==> src/rtl/alu_arbiter.sv <==
// -----------------------------------------------------------------------------
// alu_arbiter
// Shares one single-cycle combinational ALU between two requesters. A request
// is granted in IDLE, its operands are registered onto the ALU inputs, the ALU
// result and flags are captured one cycle later, and the result is returned to
// the winning requester through a response handshake.
//
// Optional feature macro: ALU_ARB_FIXED_PRIO_EN
//   undefined (default) : round-robin between the two requesters on a tie
//   defined             : requester 0 always wins a tie
//
// Ports
//   clk, rst_n                  clock, synchronous active-low reset
//   req{0,1}_valid/ready        request handshake (ready only in IDLE)
//   req{0,1}_sel/a/b            requested ALU function and operands
//   rsp{0,1}_valid/ready        response handshake, owner only
//   rsp_result, rsp_flags       registered result and {C,V,N,Z}
//   alu_g_sel, alu_a, alu_b     registered drive to the ALU
//   alu_out, alu_c/v/n/z        ALU result and flags
// -----------------------------------------------------------------------------
module alu_arbiter #(
   parameter int unsigned WIDTH = 32,
   parameter int unsigned SEL_W = 4
) (
   input  logic             clk,
   input  logic             rst_n,
   input  logic             req0_valid,
   output logic             req0_ready,
   input  logic [SEL_W-1:0] req0_sel,
   input  logic [WIDTH-1:0] req0_a,
   input  logic [WIDTH-1:0] req0_b,
   input  logic             req1_valid,
   output logic             req1_ready,
   input  logic [SEL_W-1:0] req1_sel,
   input  logic [WIDTH-1:0] req1_a,
   input  logic [WIDTH-1:0] req1_b,
   output logic             rsp0_valid,
   input  logic             rsp0_ready,
   output logic             rsp1_valid,
   input  logic             rsp1_ready,
   output logic [WIDTH-1:0] rsp_result,
   output logic [3:0]       rsp_flags,
   output logic [SEL_W-1:0] alu_g_sel,
   output logic [WIDTH-1:0] alu_a,
   output logic [WIDTH-1:0] alu_b,
   input  logic [WIDTH-1:0] alu_out,
   input  logic             alu_c,
   input  logic             alu_v,
   input  logic             alu_n,
   input  logic             alu_z
);

   typedef enum logic [1:0] {
      S_IDLE = 2'd0,
      S_EXEC = 2'd1,
      S_RESP = 2'd2
   } state_t;

   state_t           r_state;
   state_t           w_next_state;
   logic             r_owner;
   logic             r_last_grant;
   logic [SEL_W-1:0] r_alu_g_sel;
   logic [WIDTH-1:0] r_alu_a;
   logic [WIDTH-1:0] r_alu_b;
   logic [WIDTH-1:0] r_rsp_result;
   logic [3:0]       r_rsp_flags;

   logic             w_grant0;
   logic             w_grant1;
   logic             w_acc0;
   logic             w_acc1;
   logic             w_rsp_done;

   // Grant: only meaningful in IDLE; a tie is broken by the configured policy.
   always_comb begin
      w_grant0 = 1'b0;
      w_grant1 = 1'b0;
      if (r_state == S_IDLE) begin
         if (req0_valid && req1_valid) begin
`ifdef ALU_ARB_FIXED_PRIO_EN
            // last_grant keeps being tracked but cannot change the outcome
            w_grant0 = 1'b1 | r_last_grant;
`else
            w_grant0 = r_last_grant;
            w_grant1 = ~r_last_grant;
`endif
         end else begin
            w_grant0 = req0_valid;
            w_grant1 = req1_valid;
         end
      end
   end

   assign w_acc0     = req0_valid & w_grant0 & rst_n;
   assign w_acc1     = req1_valid & w_grant1 & rst_n;
   assign w_rsp_done = r_owner ? rsp1_ready : rsp0_ready;

   // State register.
   always_ff @(posedge clk) begin
      if (!rst_n) begin
         r_state <= S_IDLE;
      end else begin
         r_state <= w_next_state;
      end
   end

   // Next-state logic.
   always_comb begin
      w_next_state = r_state;
      case (r_state)
         S_IDLE: if (w_acc0 || w_acc1) w_next_state = S_EXEC;
         S_EXEC: w_next_state = S_RESP;
         S_RESP: if (w_rsp_done) w_next_state = S_IDLE;
         default: w_next_state = S_IDLE;
      endcase
   end

   // Handshake outputs derived from state and owner.
   always_comb begin
      req0_ready = w_grant0 & rst_n;
      req1_ready = w_grant1 & rst_n;
      rsp0_valid = (r_state == S_RESP) & ~r_owner;
      rsp1_valid = (r_state == S_RESP) & r_owner;
   end

   // Operand capture on accept, result capture in EXEC.
   always_ff @(posedge clk) begin
      if (!rst_n) begin
         r_owner      <= 1'b0;
         r_last_grant <= 1'b1;
         r_alu_g_sel  <= '0;
         r_alu_a      <= '0;
         r_alu_b      <= '0;
         r_rsp_result <= '0;
         r_rsp_flags  <= '0;
      end else begin
         if (w_acc0) begin
            r_alu_g_sel  <= req0_sel;
            r_alu_a      <= req0_a;
            r_alu_b      <= req0_b;
            r_owner      <= 1'b0;
            r_last_grant <= 1'b0;
         end else if (w_acc1) begin
            r_alu_g_sel  <= req1_sel;
            r_alu_a      <= req1_a;
            r_alu_b      <= req1_b;
            r_owner      <= 1'b1;
            r_last_grant <= 1'b1;
         end
         if (r_state == S_EXEC) begin
            r_rsp_result <= alu_out;
            r_rsp_flags  <= {alu_c, alu_v, alu_n, alu_z};
         end
      end
   end

   assign alu_g_sel  = r_alu_g_sel;
   assign alu_a      = r_alu_a;
   assign alu_b      = r_alu_b;
   assign rsp_result = r_rsp_result;
   assign rsp_flags  = r_rsp_flags;

endmodule

==> config.mk <==
export PLATFORM = sky130hd
export DESIGN_NAME = alu_arbiter
export DESIGN_NICKNAME = d
export VERILOG_FILES = /design/src/rtl/alu_arbiter.sv
export SDC_FILE = /design/constraint.sdc
export NUM_CORES = 1
export LEC_CHECK = 0
export BUFFER_PORTS_ARGS = -buffer_cell sky130_fd_sc_hd__buf_2
export CELL_PAD_IN_SITES_DETAIL_PLACEMENT = 0
export CELL_PAD_IN_SITES_GLOBAL_PLACEMENT = 1
export CORE_MARGIN = 5
export CORE_UTILIZATION = 30
export CTS_BUF_LIST = sky130_fd_sc_hd__clkbuf_4 sky130_fd_sc_hd__clkbuf_8
export DETAILED_ROUTE_END_ITERATION = 12
export PLACE_DENSITY = 0.88
export SYNTH_ARGS = -nofsm -noshare
export SYNTH_HDL_FRONTEND = slang
export SYNTH_SLANG_ARGS = --single-unit
==> constraint.sdc <==
create_clock -name clk -period 2.4 [get_ports clk]
set_clock_uncertainty 0.05 [all_clocks]
set_input_delay 0.6 -clock clk [delete_from_list [all_inputs] [get_ports clk]]
set_output_delay 0.6 -clock clk [all_outputs]
set_load 0.05 [all_outputs]
==> impl_metrics.env <==
export IMPL_io_pins=286
export IMPL_cp_data_required_time_ns=1.75
export IMPL_syn_area_per_cell_um2=8.860
export IMPL_mappedNetlistArea_mm2=0.004368
export IMPL_synth_edf_count=0
export IMPL_grt_pass1_vias=4231
export IMPL_post_route_min_period_ns=2.296
export IMPL_cts_buffers=9
export IMPL_synth_most_common_cell="nand2_1"
export IMPL_via_count=4551
export IMPL_fin_crit_sh_pct=95.68
export IMPL_slew_viol_final=0
export IMPL_synth_largest_area_cell="dfxtp_1"
export IMPL_nFillCells=1510
export IMPL_async_flop_share_pct=0
export IMPL_ant_nets=0
export IMPL_worst_slew_pin_slew_ns=0.7953
export IMPL_start_util_pct=30.28
export IMPL_n_antenna_cell=0
export IMPL_yosysSeqAreaShare_pct=49.50
export IMPL_cp_start_kind="flop"
export IMPL_setup_slack_ns=0.1036
export IMPL_nets=928
export IMPL_regArea_mm2=0.002163
export IMPL_cp_end_kind="output port"
export IMPL_cts_max_path_buffers=2
export IMPL_cts_tree="yes"
export IMPL_die_x_um=130.7
export IMPL_dieHeight_um=130.7
export IMPL_clock_fmax_mhz=435.5
export IMPL_core_mm2=0.01442
export IMPL_synth_area_leaders="dfxtp_1 49%, a221o_1 16%, nand2_1 12%"
export IMPL_vdd_drop_max_mv=0.2923
export IMPL_powerDensity_mw_per_mm2=759.8
export IMPL_numClockSinks=108
export IMPL_post_route_util_pct=42.77
export IMPL_max_cap_violations=0
export IMPL_io_buffers=285
export IMPL_drc=0
export IMPL_final_cells=939
export IMPL_syn_inst=493
export IMPL_yosys_warnings=0
export IMPL_status="finished clean"
export IMPL_rows=44
export IMPL_grt_max_degree=70
export IMPL_worstSetupPathType="reg -> out"
export IMPL_synth_top_cell_area_share_pct=49.50
export IMPL_clk_latency_ns=0.36
export IMPL_reg2reg_slack_ns=0.54
export IMPL_p_leak_nw=2.989
export IMPL_drive_above_1_share_pct=42.52
export IMPL_cts_root_buf="clkbuf_8"
export IMPL_routed_wl_mm=14.65
export IMPL_finalHoldViolCount=0
export IMPL_grt_pass1_wl_mm=21.59
export IMPL_overflow=0
export IMPL_design_die_area_mm2=0.01707
export IMPL_wl_per_cell_um=15.61
export IMPL_hold_path_cell_count=2
export IMPL_drt_iter0_drc=266
export IMPL_cp_data_arrival_time_ns=1.65
export IMPL_finalWeightedCongestion=0.7436
export IMPL_synth_nets=671
export IMPL_area_delta_synth_final_pct=41.22
export IMPL_drt_first_pass_iters=5
export IMPL_reg2reg_depth=4
export IMPL_vias_per_cell=4.847
export IMPL_dominantRegCellSynth="dfxtp_1"
export IMPL_dp_cells=923
export IMPL_post_place_ws_ns=0.03004
export IMPL_finalSetupTns_ns=0
export IMPL_synth_common_cells="143 x nand2_1, 108 x dfxtp_1, 68 x a221o_1, 68 x nor3_1, 37 x a21boi_0"
export IMPL_cp_max_fo=9
export IMPL_rsz0062_at_grt="no"
export IMPL_slew_headroom_pct=46.98
export IMPL_cts_max_level=3
export IMPL_ys_ff_latch=108
export IMPL_yosysUniqueCellTypes=22
export IMPL_setup_violations=0
export IMPL_hold_path_class="in -> reg"
export IMPL_grt_total_usage_pct=15.90
export IMPL_multiInputGateArea_mm2=0.001989
export IMPL_clkTransAtPathRegs_ns=0.10
export IMPL_place_hpwl_mm=10.22
export IMPL_antenna_found_initial=0
## metrics by stage
step | hold slack (ns) | total power [W] | area [um2]
after floorplan | 0.4373 | 0.003064 | 4379
after global placement | 0.3971 | 0.003484 | 5936
after detailed placement | 0.4029 | 0.003490 | 5936
after CTS | 0.3650 | 0.004752 | 6163
after global routing | 0.3654 | 0.004922 | 6168
final | 0.4033 | 0.004687 | 6168
## final timing paths
check,from,endpoint
setup / recovery,r_state[0],req0_ready
hold / removal,req1_b[9],alu_b[9]
setup reg to reg,r_state[0],alu_a[27]
hold reg to reg,rsp_result[12],rsp_result[12]
## layout by cell type, fill, tap and decap left out, drive strengths merged
cell      count
a32oi         1
and3b         1
mux2i         1
clkbuf       12
clkinvlp      1
o211ai        1
nor3b         2
nor3         68
or3b          2
nor2b         3
clkinv        1
bufinv        2
buf         297
and4          1
o31a          1
nand2b        1
nand2       143
dfxtp       108
a221o        68
nand3b        1
a21boi       37
nor2          3
## cell families after synthesis
logic type | synth area share (%)
simple gates | 22.29
compound gates | 22.52
flops | 49.50
buf+inv | 5.471
mux | 0.2292
## area by class of cell
class                   count  area share [%]
clock buffers              12           2.475
clock inverters             4           1.176
multi-input cells         334           32.25
flip-flops and latches    108           35.07
repair buffers            297           25.29
well taps                 184           3.732
## critical path: stages, from the launching register on
cell and delay (ns):
dfxtp_2 0.37, or3b_2 0.50, nor3b_4 0.23, buf_6 0.19
## layer usage
layer  global-route usage (%)  part of all wire, %
met5                        0                    0
met4                    6.231                  1.7
met3                    3.862                  8.3
met2                    25.82                   48
met1                    20.40                   42
## flip-flops by register name (all words and copies together), names as in the netlist
| name | cells |
|---|---|
| r_state | 2 |
| rsp_flags | 4 |
| r_last_grant | 1 |
| rsp_result | 32 |
| alu_g_sel | 4 |
| alu_a | 32 |
| r_owner | 1 |
| alu_b | 32 |
## what timing repair did
item,in CTS,in global routing
hold endpoints to repair,0,0
setup buffers,0,0
hold buffers,0,0
setup endpoints to repair,1,1
resized for setup,1,2
## power breakdown
part | total (W) | switching (W) | internal, W
Sequential | 0.00206 | 0.0000913 | 0.00196
Combinational | 0.00139 | 0.000979 | 0.000409
Clock | 0.00124 | 0.000604 | 0.000639
Power figures use the tool's default switching activity.
